==> src/rtl/atp_pkg.sv <==
// atp_pkg: shared widths, FSM states and fail causes for the atp session arbiter
package atp_pkg;
  localparam int BARCODE_W = 4;
  localparam int AMT_W = 8;
  typedef enum logic [1:0] {IDLE, START, WAIT, RELEASE} state_e;
  typedef enum logic [1:0] {NONE, DISC, ABORT, TIMEOUT} fail_cause_e;
endpackage

==> src/rtl/atp_session_arbiter_if.sv <==
// atp_session_arbiter_if: terminal-side and atp-side signals of the session arbiter
interface atp_session_arbiter_if #(
  parameter int NUM_TERM = 4
);
  import atp_pkg::*;
  localparam int IW = $clog2(NUM_TERM);
  logic [NUM_TERM-1:0] term_req;
  logic [NUM_TERM*BARCODE_W-1:0] term_barcode;
  logic [NUM_TERM-1:0] term_grant;
  logic [NUM_TERM-1:0] term_done;
  logic [NUM_TERM-1:0] term_fail;
  logic atp_start_payment;
  logic [BARCODE_W-1:0] atp_barcode;
  logic atp_payment_complete;
  logic atp_line_disconnected;
  logic [AMT_W-1:0] atp_remaining_amount;
  logic busy;
  logic [IW-1:0] grant_id;
  logic [AMT_W-1:0] last_remaining;
  modport master (
    input term_req, term_barcode, atp_payment_complete, atp_line_disconnected, atp_remaining_amount,
    output term_grant, term_done, term_fail, atp_start_payment, atp_barcode, busy, grant_id, last_remaining
  );
  modport slave (
    output term_req, term_barcode, atp_payment_complete, atp_line_disconnected, atp_remaining_amount,
    input term_grant, term_done, term_fail, atp_start_payment, atp_barcode, busy, grant_id, last_remaining
  );
endinterface

==> src/rtl/atp_rr_picker.sv <==
// atp_rr_picker: combinational round-robin pick, searching upward from rr_ptr+1 with wrap
module atp_rr_picker #(
  parameter int NUM_TERM = 4,
  localparam int IW = $clog2(NUM_TERM)
) (
  input  logic [NUM_TERM-1:0] req,
  input  logic [IW-1:0]       rr_ptr,
  output logic [NUM_TERM-1:0] grant,
  output logic [IW-1:0]       idx,
  output logic                valid
);
  logic [IW-1:0] k;
  // walk from lowest to highest priority so the nearest requester after rr_ptr wins
  always_comb begin
    grant = '0;
    idx = '0;
    k = '0;
    valid = |req;
    for (int i = NUM_TERM; i >= 1; i--) begin
      k = IW'((int'(rr_ptr) + i) % NUM_TERM);
      if (req[k]) begin
        grant = '0;
        grant[k] = 1'b1;
        idx = k;
      end
    end
  end
endmodule

==> src/rtl/atp_session_arbiter.sv <==
// atp_session_arbiter: round-robin payment-session arbiter for one atp engine; WAIT timeout enabled by ATP_ARB_TIMEOUT_EN
module atp_session_arbiter
  import atp_pkg::*;
#(
  parameter int NUM_TERM = 4,
  parameter int TIMEOUT_CYC = 200
) (
  input logic clk,
  input logic reset,
  atp_session_arbiter_if.master bus
);
  localparam int IW = $clog2(NUM_TERM);
  state_e state_q, state_d;
  fail_cause_e cause;
  logic [NUM_TERM-1:0] grant_q, grant_d, done_q, done_d, fail_q, fail_d, p_grant;
  logic [IW-1:0] id_q, id_d, rr_q, rr_d, p_idx;
  logic [BARCODE_W-1:0] barcode_q, barcode_d;
  logic [AMT_W-1:0] last_q, last_d;
  logic start_q, start_d, busy_q, busy_d, p_valid, timeout;
  if (NUM_TERM < 2 || NUM_TERM > 8 || TIMEOUT_CYC < 2) begin : g_bad_param
    $error("atp_session_arbiter: parameter out of range");
  end
`ifdef ATP_ARB_TIMEOUT_EN
  localparam int TW = $clog2(TIMEOUT_CYC + 1);
  logic [TW-1:0] timer_q, timer_d;
  // held at zero until the session starts, so START sees a cleared timer
  always_comb timer_d = (state_q == IDLE) ? '0 : (timer_q == TW'(TIMEOUT_CYC)) ? timer_q : timer_q + TW'(1);
  always_ff @(posedge clk or negedge reset) begin
    if (!reset) timer_q <= '0;
    else timer_q <= timer_d;
  end
  assign timeout = timer_q == TW'(TIMEOUT_CYC - 1);
`else
  assign timeout = 1'b0;
`endif
  atp_rr_picker #(.NUM_TERM(NUM_TERM)) u_pick (
    .req(bus.term_req),
    .rr_ptr(rr_q),
    .grant(p_grant),
    .idx(p_idx),
    .valid(p_valid)
  );
  always_comb begin
    state_d = state_q;
    grant_d = grant_q;
    id_d = id_q;
    barcode_d = barcode_q;
    last_d = last_q;
    rr_d = rr_q;
    start_d = 1'b0;
    done_d = '0;
    fail_d = '0;
    cause = NONE;
    if (state_q == IDLE && p_valid) begin
      state_d = START;
      grant_d = p_grant;
      id_d = p_idx;
      barcode_d = bus.term_barcode[p_idx*BARCODE_W +: BARCODE_W];
      start_d = 1'b1;
    end
    if (state_q == START) state_d = WAIT;
    if (state_q == WAIT) begin
      cause = bus.atp_line_disconnected ? DISC : !bus.term_req[id_q] ? ABORT : timeout ? TIMEOUT : NONE;
      if (bus.atp_payment_complete || cause != NONE) begin
        state_d = RELEASE;
        grant_d = '0;
        last_d = bus.atp_remaining_amount;
        done_d = bus.atp_payment_complete ? grant_q : '0;
        fail_d = bus.atp_payment_complete ? '0 : grant_q;
      end
    end
    if (state_q == RELEASE) begin
      state_d = IDLE;
      rr_d = id_q;
    end
    busy_d = state_d != IDLE;
  end
  always_ff @(posedge clk or negedge reset) begin
    if (!reset) begin
      state_q <= IDLE;
      grant_q <= '0;
      id_q <= '0;
      rr_q <= IW'(NUM_TERM - 1);
      barcode_q <= '0;
      last_q <= '0;
      start_q <= 1'b0;
      done_q <= '0;
      fail_q <= '0;
      busy_q <= 1'b0;
    end else begin
      state_q <= state_d;
      grant_q <= grant_d;
      id_q <= id_d;
      rr_q <= rr_d;
      barcode_q <= barcode_d;
      last_q <= last_d;
      start_q <= start_d;
      done_q <= done_d;
      fail_q <= fail_d;
      busy_q <= busy_d;
    end
  end
  assign bus.term_grant = grant_q;
  assign bus.term_done = done_q;
  assign bus.term_fail = fail_q;
  assign bus.atp_start_payment = start_q;
  assign bus.atp_barcode = barcode_q;
  assign bus.busy = busy_q;
  assign bus.grant_id = id_q;
  assign bus.last_remaining = last_q;
endmodule

==> src/flat_wrapper.sv <==
// flat-port wrapper written by rule: the top's interface ports become plain ports
module atp_session_arbiter_flat import atp_pkg::*;
#(
  parameter int NUM_TERM = 4,
  parameter int TIMEOUT_CYC = 200
)
  (clk, reset, bus_term_req, bus_term_barcode, bus_atp_payment_complete, bus_atp_line_disconnected, bus_atp_remaining_amount, bus_term_grant, bus_term_done, bus_term_fail, bus_atp_start_payment, bus_atp_barcode, bus_busy, bus_grant_id, bus_last_remaining);
  atp_session_arbiter_if #(.NUM_TERM(NUM_TERM)) bus_i ();
  input logic clk;
  input logic reset;
  input wire logic [$bits(bus_i.term_req)-1:0] bus_term_req;
  input wire logic [$bits(bus_i.term_barcode)-1:0] bus_term_barcode;
  input wire logic [$bits(bus_i.atp_payment_complete)-1:0] bus_atp_payment_complete;
  input wire logic [$bits(bus_i.atp_line_disconnected)-1:0] bus_atp_line_disconnected;
  input wire logic [$bits(bus_i.atp_remaining_amount)-1:0] bus_atp_remaining_amount;
  output wire logic [$bits(bus_i.term_grant)-1:0] bus_term_grant;
  output wire logic [$bits(bus_i.term_done)-1:0] bus_term_done;
  output wire logic [$bits(bus_i.term_fail)-1:0] bus_term_fail;
  output wire logic [$bits(bus_i.atp_start_payment)-1:0] bus_atp_start_payment;
  output wire logic [$bits(bus_i.atp_barcode)-1:0] bus_atp_barcode;
  output wire logic [$bits(bus_i.busy)-1:0] bus_busy;
  output wire logic [$bits(bus_i.grant_id)-1:0] bus_grant_id;
  output wire logic [$bits(bus_i.last_remaining)-1:0] bus_last_remaining;
  assign bus_i.term_req = bus_term_req;
  assign bus_i.term_barcode = bus_term_barcode;
  assign bus_i.atp_payment_complete = bus_atp_payment_complete;
  assign bus_i.atp_line_disconnected = bus_atp_line_disconnected;
  assign bus_i.atp_remaining_amount = bus_atp_remaining_amount;
  assign bus_term_grant = bus_i.term_grant;
  assign bus_term_done = bus_i.term_done;
  assign bus_term_fail = bus_i.term_fail;
  assign bus_atp_start_payment = bus_i.atp_start_payment;
  assign bus_atp_barcode = bus_i.atp_barcode;
  assign bus_busy = bus_i.busy;
  assign bus_grant_id = bus_i.grant_id;
  assign bus_last_remaining = bus_i.last_remaining;
  atp_session_arbiter #(.NUM_TERM(NUM_TERM), .TIMEOUT_CYC(TIMEOUT_CYC)) u_core (.clk(clk), .reset(reset), .bus(bus_i));
endmodule
==> config.mk <==
export PLATFORM = sky130hd
export DESIGN_NAME = atp_session_arbiter_flat
export DESIGN_NICKNAME = d
export VERILOG_FILES = /design/src/rtl/atp_pkg.sv /design/src/rtl/atp_session_arbiter_if.sv /design/src/rtl/atp_rr_picker.sv /design/src/rtl/atp_session_arbiter.sv /design/src/flat_wrapper.sv
export SDC_FILE = /design/constraint.sdc
export NUM_CORES = 1
export LEC_CHECK = 0
export CAP_MARGIN = 20
export CORE_AREA = 4 4 66 75
export DETAILED_ROUTE_END_ITERATION = 10
export DIE_AREA = 0 0 70 79
export GPL_ROUTABILITY_DRIVEN = 0
export HOLD_SLACK_MARGIN = 0.03
export PLACE_DENSITY = 0.74
export RECOVER_POWER = 100
export SYNTH_ARGS = -nofsm -noshare
export SYNTH_HDL_FRONTEND = slang
export SYNTH_SLANG_ARGS = --single-unit
==> constraint.sdc <==
create_clock -name clk -period 3.5 [get_ports clk]
set_input_delay 1.05 -clock clk [delete_from_list [all_inputs] [get_ports clk]]
set_output_delay 1.05 -clock clk [all_outputs]
set_load 0.05 [all_outputs]
* Word level (Yosys, flattened, before mapping)
Cells that the tools add are included.
** Word-level totals
- Register bits :: 32
- Bits of input ports :: 32
- Output and inout port bits :: 28
- Word-level logic and storage cells :: 81
** Cells by class
- Add/sub/neg operators :: 4
- Magnitude comparators :: 9
- Eq/ne operators :: 3
- Shift-type cells :: 1
- Multiplexer cells :: 43
- Reduce and logical (&&, ||, !) cells :: 11
** Operators with widths (number)
- 4-bit 2-to-1 mux :: 13
- 2-bit 2-to-1 mux :: 11
- 16-bit by 5-bit variable part select with 4-bit output :: 1
- 2-bit by 3-bit less-than comparator with 1-bit output, second input constant :: 5
- 1-bit binary-select mux with 2-bit select :: 5
- 1-bit 2-to-1 mux :: 10
- 1-bit demux with 2-bit select :: 4
- 2-bit by 1-bit greater-or-equal comparator with 1-bit output, second input constant :: 4
- 1-bit logical AND :: 5
- 2-bit by 1-bit adder with 2-bit output, second input constant :: 2
- 2-bit adder, second input constant :: 2
- 2-bit == test, second input constant :: 2
- 2-bit nonzero test :: 2
- 4-bit OR reduction :: 1
- 2-bit by 1-bit == test with 1-bit output, second input constant :: 1
- 2-bit zero test :: 1
- 2-bit AND reduction :: 1
- 1-bit logical OR :: 1

* Logic depth before layout (Yosys ltp)
Gate-level depths: netlist of the first run.
- Depth in word-level cells :: 12
- Gate-level depth with buffers :: 11
- Mapped depth without buffers :: 8

* Modules after synthesis
From an unflattened synthesis of the first run, not the netlist that was laid out.
** Unflattened totals
- Cells, all modules :: 163
- Area, all modules :: 1874.3 um^2
** By module, submodules not included
- atp_session_arbiter :: times used 1, cells each 101, area each 1405.1 um^2, sequential area each 803.3 um^2
- atp_rr_picker :: times used 1, cells each 62, area each 469.2 um^2, sequential area each 0.0 um^2

* Least setup slack after synthesis of the first run
Ideal clock, no wire load.
- Path type :: reg-to-reg
- Start point :: register u_core.rr_q[0]
- End point :: register u_core.barcode_q[1], in the netlist u_core.bus.atp_barcode[1]
- Setup time :: 0.132 ns
- Data arrival time :: 2.752 ns
- Required time :: 3.368 ns
- Setup slack :: 0.617 ns
- Cell stages (with the launch flop) :: 12
- Path buffers :: 3
- Clock period less this slack :: 2.883 ns
- Cells stage by stage :: dfstp_2 > buf_6 > buf_2 > inv_1 > ha_1 > mux4_2 > nor2b_4 > or2_0 > buf_6 > mux2i_4 > mux2i_1 > a211oi_1
** Between the ends
- Cells in the longest elaborated chain, start to end :: 8
- Elaborated cells between the ends (all ways) :: 17
- Those cells by class :: 4 x add/sub; 1 x shift; 12 x mux
** RTL lines
- start: declaration :: line atp_session_arbiter.sv:16 : logic [IW-1:0] id_q, id_d, rr_q, rr_d, p_idx;
- start signal: assignment :: line atp_session_arbiter.sv:83 : rr_q <= IW'(NUM_TERM - 1);
- start signal: assignment :: line atp_session_arbiter.sv:94 : rr_q <= rr_d;
- 2-bit by 1-bit adder with 2-bit output :: line atp_rr_picker.sv:20 : k = IW'((int'(rr_ptr) + i) % NUM_TERM);
- 1-bit binary-select mux with 2-bit select :: line atp_rr_picker.sv:21 : if (req[k]) begin
- 1-bit 2-to-1 mux (implied by the code) :: line atp_rr_picker.sv:21
- 2-bit 2-to-1 mux (3 in series) :: line atp_rr_picker.sv:21
- 2-bit 2-to-1 mux * :: line atp_rr_picker.sv:21
- 16-bit by 5-bit variable part select with 4-bit output * :: line atp_session_arbiter.sv:58 : barcode_d = bus.term_barcode[p_idx*BARCODE_W +: BARCODE_W];
- end signal: assignment :: line atp_session_arbiter.sv:95 : barcode_q <= barcode_d;
- end: declaration :: line atp_session_arbiter.sv:17 : logic [BARCODE_W-1:0] barcode_q, barcode_d;
Mark *: on every way between the ends. The rest lies on a longest branch, timed or not. The select of a mux whose other input is x is not followed.
A chain may end at the register's enable or synchronous reset.

* Worst setup path in the final report of the first run
- Start point :: input bus_term_req[3]
- End point :: register u_core.barcode_q[0], in the netlist u_core.bus.atp_barcode[0]
** Between the ends
- Cells in the longest elaborated chain, start to end :: 7
- Elaborated cells between the ends (all ways) :: 15
- Those cells by class :: 1 x shift; 12 x mux; 2 x reduce/logical
** RTL lines
- start: declaration :: line flat_wrapper.sv:11 : input wire logic [$bits(bus_i.term_req)-1:0] bus_term_req;
- 1-bit binary-select mux with 2-bit select :: line atp_rr_picker.sv:21
- 1-bit 2-to-1 mux (implied by the code) :: line atp_rr_picker.sv:21
- 2-bit 2-to-1 mux (4 in series) :: line atp_rr_picker.sv:21
- 16-bit by 5-bit variable part select with 4-bit output :: line atp_session_arbiter.sv:58
Parallel ways exist; a longest one is shown, timed or not. The select of a mux whose other input is x is not followed.

==> results of run 1 <==
## cell usage in the layout (no fill, tap or decap), drive strengths merged, types with 6 or more instances in the layout
| cell | instances |
|---|---|
| nand2 | 6 |
| buf | 7 |
| dlygate4sd3 | 31 |
| nor2b | 10 |
| o211ai | 6 |
| clkbuf | 11 |
| nor2 | 13 |
| ha | 10 |
| mux2 | 11 |
| mux2i | 7 |
| inv | 7 |
| o21ai | 14 |
| dfrtp | 30 |
| a21oi | 9 |
| clkdlybuf4s50 | 28 |
## flip-flops by register name, indices dropped and copies added (netlist names)
name,flops
u_core.rr_q,2
u_core.bus.busy,1
u_core.bus.atp_start_payment,1
u_core.bus.grant_id,2
u_core.bus.term_done,4
u_core.bus.last_remaining,8
u_core.bus.atp_barcode,4
u_core.bus.term_fail,4
u_core.state_q,2
u_core.bus.term_grant,4
## layer usage
| layer | GRT usage (%) | part of all wire, % |
|---|---|---|
| met5 | 0 | 0 |
| met1 | 18.66 | 41 |
| met2 | 27.60 | 50 |
| met3 | 5.190 | 7.5 |
| met4 | 4.406 | 0.82 |
## cell families (layout without fill, tap and decap cells)
logic type | Yosys count | count (layout) | share of synthesized area (%)
AOI/OAI and AO/OA | 50 | 50 | 17.71
adders and majority gates | 10 | 10 | 6.658
buffers and inverters | 16 | 87 | 4.128
DFF | 32 | 32 | 42.74
muxes | 23 | 23 | 17.18
and+or+nand+nor | 41 | 41 | 11.58
## where the power goes
| part | internal (W) | switching (W) | leakage [nW] |
|---|---|---|---|
| Clock | 0.000211 | 0.000126 | 0.0552 |
| Combinational | 0.000694 | 0.00107 | 0.725 |
| Sequential | 0.000529 | 0.0000960 | 0.393 |
| Total | 0.00143 | 0.00129 | 1.17 |
## per-stage QoR
| step | cell area [µm²] | utilization [%] | instances | worst slack, ns |
|---|---|---|---|---|
| 6_report | 2676 | 63.85 | 297 | 0.2851 |
| 5_1_grt | 2676 | 63.85 | 297 | 0.1771 |
| 4_1_cts | 2695 | 64.30 | 297 | 0.4297 |
| 3_5_place_dp | 2587 | 61.73 | 289 | 0.1421 |
| 3_3_place_gp | 2587 | 61.73 | 289 | 0.2111 |
| 2_1_floorplan | 1879 | - | 172 | 0.6169 |
## critical path: cells and delay by family
| family | cells | cell delay [ns] |
|---|---|---|
| compound gates | 4 | 0.97 |
| buf+inv | 2 | 0.81 |
| mux | 1 | 0.60 |
## final timing paths
check | endpoint | slack [ns] | cells after the start
setup reg to reg | u_core.bus.atp_barcode[0] | 0.58 | 8
hold reg to reg | u_core.bus.last_remaining[2] | 0.50 | 1
max in group asynchronous | u_core.bus.last_remaining[1] | 0.86 | 2
min in group asynchronous | u_core.bus.term_fail[3] | 1.71 | 2
hold / removal | u_core.bus.last_remaining[2] | 0.50 | 1
setup / recovery | u_core.bus.atp_barcode[0] | 0.29 | 7
## layout make-up
| cell class | count | area [µm²] |
|---|---|---|
| well taps | 54 | 67.56 |
| clock inverters | 2 | 35.03 |
| multi-input cells | 124 | 1006 |
| clock buffers | 6 | 72.57 |
| flip-flops and latches | 32 | 803.3 |
| fillers | 368 | 1515 |
| repair buffers | 71 | 661.9 |
| inverters | 8 | 30.03 |
==> impl_metrics.yaml, run 1 <==
synthesis:
  yosys-top-cells-area: "dfrtp_1, ha_1, mux2_2"
  async_flop_share_pct: 100.0
  synthDistinctLibCells: 37
  netlist.area_leader.share_pct: 39.95
  synth_common_cells: "dfrtp_1, o21ai_0, nor2_1"
  synthMostInstantiatedCell: "dfrtp_1"
  synth_top_cell_by_area: "dfrtp_1"
  synth_edf_count: 0
  ys_warn_count: 0
  synthFlopType: "dfrtp_1"
  netlist_area_um2: 1879
  yosysSeqAreaShare_pct: 42.74
  syn-num-nets: 214
  syn_inst: 172
  ys_ff_latch: 32
  syn_area_per_cell_um2: 10.93
worst_setup_path:
  slowest_delay_ns: 0.61
  cp_cell_sequence: "dlygate4sd3_1, mux4_1, clkbuf_1, o21ba_1, o32ai_1, a222oi_1, o21bai_1"
  rr_startpoint: "u_core.rr_q[1]"
  crit_fanout: 7
  worst_setup_path_start_kind: "input port"
  critPathKind: "input port to flop"
  critPathLaunch: "bus_term_req[3]"
  endpoint_kind: "flop"
  critPathRequiredTime_ns: 3.71
  worst-endpoint-arrival_ns: 3.42
  cp_slowest_cell: "dlygate4sd3_1"
min_path:
  hold_path.class: "flop to flop"
  min_from: "u_core.bus.last_remaining[2]"
grt:
  antenna_found_initial: 0
  grt_max_degree: 33
  globalRoute.totalOverflow: 0
  grtUsageTotal_pct: 15.83
  grt_pass1_wl_um: 7003
  first_global_vias: 1516
die:
  start_util_pct: 44.84
  die_area_um2: 5530
  die_w_um: 70
  ios: 60
  core-area_um2: 4192
  die_h_um: 79
  row_count: 25
sta:
  maxSlewViolCount: 33
  fmax_mhz: 311.0
  hold_viol_final: 0
  fin_skew_ns: 0.007129
  fin_crit_ns: 3.215
  relSlewSlack_pct: -6.254
  tightest_slew_ns: 1.594
  finalCritPeriodShare_pct: 91.86
  setup-tns-final_ns: 0
  rsz0062_at_grt: "no"
  hold_slack_ns: 0.4978
  finalSetupViolations: 0
drt:
  avgViaCountPerCell: 5.340
  num_vias: 1586
  drt_wl_total_um: 4248
  drc: 0
  drtAntennaViolNets: 0
  wl_per_cell_um: 14.30
  dr.pass1.iters: 4
  drt_iter0_drc: 53
clocking:
  clk_pin_slew_ns: 0.07
  clk_latency_ns: 0.28
  clock_path_buffers: 2
  clock-root-buffer: "clkbuf_8"
  cts_tree: "built"
  clkSinkCount: 32
  cts_setup_buffers: 0
  cts_made_buffers: 5
  cts_resized: 0
  cts_htree_levels: 2
  hold_buffers: 0
placed_design:
  hpwl_um: 3282
  port_buffers: 59
layout:
  diodes: 0
  drive_gt1_share_pct: 13.99
  final_nets: 284
  synthToLayoutAreaGrowth_pct: 42.41
status:
  violations: "max-capacitance violations, max-slew violations"
  status: "complete, but fails checks"
power:
  p_per_area_nw_per_um2: 1018
  finalPower_w: 0.002725
  peakVddDrop_mv: 0.5044
  leakagePower_nw: 1.173
job:
  max-cap-violations: 1
No activity file was read; power rests on OpenSTA's default activity.
==> run 2, diff against run 1 <==
- CORE_AREA: 4 4 66 75 -> 3 3 65 74
- DIE_AREA: 0 0 70 79 -> 0 0 68 77
==> run 2 against run 1 <==
  * The flow still finishes with violations (max-capacitance violations, max-slew violations)
  * Critical path depth unchanged
  * Sequential share of layout area is 0.14 points lower
  * Count of clock-buffer cells in the layout did not move
  * Global-route usage increased by 2.1 points
  * Clock skew shrank 0.0031 ns
  * Sequential power barely moved
  * First-iteration DRC count grew 17%
  * Wire length grew 2.0%
  * Worst setup slack improved by 0.067 ns
  * Non-clock buffer count grew 1
  * Clock power up 2%
  * Total power is 0.42% higher
  * Largest power group unchanged
==> impl_metrics.yaml, run 2 (synthesis results as in run 1) <==
sta:
  fin_ws_ns: 0.3520
  setup-tns-final_ns: 0
  fin_skew_ns: 0.004047
  rsz0062_at_grt: "no"
  maxSlewViolCount: 33
  tightest_slew_ns: 1.624
  finalSetupViolations: 0
  relSlewSlack_pct: -8.288
  hold_viol_final: 0
  finalCritPeriodShare_pct: 89.94
  fin_crit_ns: 3.148
  fmax_mhz: 317.7
layout:
  postLayoutCoreUtil_pct: 64.15
  synthToLayoutAreaGrowth_pct: 43.08
  largest_reg_flops: 8
  drive_gt1_share_pct: 15.57
  diodes: 0
  final_common_cell: "dlygate4sd3_1"
  final_nets: 285
  final_cell_mix: "dlygate4sd3_1, dfrtp_1, clkdlybuf4s50_1"
clocking:
  hold_buffers: 0
  clkSinkCount: 32
  cts_tree: "built"
  clock_path_buffers: 2
  cts_setup_buffers: 0
  clock-root-buffer: "clkbuf_8"
  cts_made_buffers: 5
  clk_latency_ns: 0.28
  cts_resized: 0
  clk_pin_slew_ns: 0.06
  cts_htree_levels: 2
worst_setup_path:
  path_buf_inv: 3
  cp_cell_sequence: "dlygate4sd3_1, clkbuf_1, mux4_2, a21boi_1, clkbuf_2, nor2b_1, and2_0"
  worst-endpoint-arrival_ns: 3.36
  cp.depth: 7
  critPathRequiredTime_ns: 3.72
  ff2ff_path_depth: 8
  endpoint_kind: "flop"
  ff2ff_setup_slack_ns: 0.55
  crit_fanout: 11
  rr_startpoint: "u_core.rr_q[1]"
  critPathKind: "input port to flop"
  r2r-end: "u_core.bus.atp_barcode[1]"
  slowest_delay_ns: 0.58
  cp_slowest_cell: "dlygate4sd3_1"
  crit_family: "buffers and inverters"
  critPathLaunch: "bus_term_req[1]"
  worst_setup_path_start_kind: "input port"
  cp-endpoint: "u_core.bus.term_fail[2]"
die:
  start_util_pct: 44.84
  die_area_um2: 5236
  die_h_um: 77
  row_count: 25
  die_w_um: 68
  ios: 60
  core-area_um2: 4192
job:
  max-cap-violations: 1
drt:
  avgViaCountPerCell: 5.379
  drt_iter0_drc: 62
  drtAntennaViolNets: 0
  drc: 0
  num_vias: 1603
  dr.pass1.iters: 4
  drt_wl_total_um: 4331
  wl_per_cell_um: 14.53
status:
  status: "complete, but fails checks"
  violations: "max-capacitance violations, max-slew violations"
placed_design:
  port_buffers: 59
  place_ws_ns: 0.1029
  hpwl_um: 3312
grt:
  grt_pass1_wl_um: 7051
  grtUsageTotal_pct: 17.88
  antenna_found_initial: 0
  first_global_vias: 1577
  globalRoute.totalOverflow: 0
  grt_max_degree: 33
power:
  peakVddDrop_mv: 0.6265
  p_per_area_nw_per_um2: 1018
  leakagePower_nw: 1.180
min_path:
  hold_path.class: "flop to flop"
==> run 2: cell count changes in the layout (fill, tap and decap cells not counted), sizes merged <==
| cell | delta |
|---|---|
| buf | +2 |
| clkbuf | -1 |
==> run 2: report_power, final <==
| group | internal (W) | switching (W) | total, W |
|---|---|---|---|
| sequential | 0.000529 | 0.0000941 | 0.000623 |
| combinational | 0.000698 | 0.00107 | 0.00177 |
| clock | 0.000211 | 0.000133 | 0.000343 |
==> run 2: per-stage QoR <==
stage / std cells / power (W) / instance area (µm²) / hold slack (ns)
2_1_floorplan: 172 / 0.001926 / 1879 / 0.5635
6_report: 298 / 0.002736 / 2689 / 0.4971
3_3_place_gp: 290 / 0.002445 / 2595 / 0.4882
3_5_place_dp: 290 / 0.002469 / 2595 / 0.4942
4_1_cts: 298 / 0.002825 / 2703 / 0.5090
5_1_grt: 298 / 0.002933 / 2689 / 0.5194
==> run 2: metal layers <==
metal	vias up	GRT usage, %	part of all wire (%)
li1	780	-	-
met1	762	20.17	41
met2	56	30.57	51
met3	5	5.710	6.6
met4	0	6.561	1.3
met5	-	0	0
==> run 2: area by class of cell <==
type	count	area, µm²
Clock buffer	6	72.57
Timing Repair Buffer	72	674.4
Sequential cell	32	803.3
Inverter	8	30.03
Fill cell	368	1503
Tap cell	54	67.56
Clock inverter	2	35.03
Multi-Input combinational cell	124	1006
==> run 2: worst min path at each step <==
| stage | start | end | cells after the start |
|---|---|---|---|
| after global routing | u_core.bus.last_remaining[0] | u_core.bus.last_remaining[0] | 1 |
| after CTS | u_core.bus.last_remaining[5] | u_core.bus.last_remaining[5] | 1 |
| after global placement | u_core.bus.last_remaining[1] | u_core.bus.last_remaining[1] | 1 |
| after floorplan | u_core.state_q[1] | u_core.state_q[0] | 2 |
| after detailed placement | u_core.bus.last_remaining[5] | u_core.bus.last_remaining[5] | 1 |
| final | u_core.bus.last_remaining[1] | u_core.bus.last_remaining[1] | 1 |
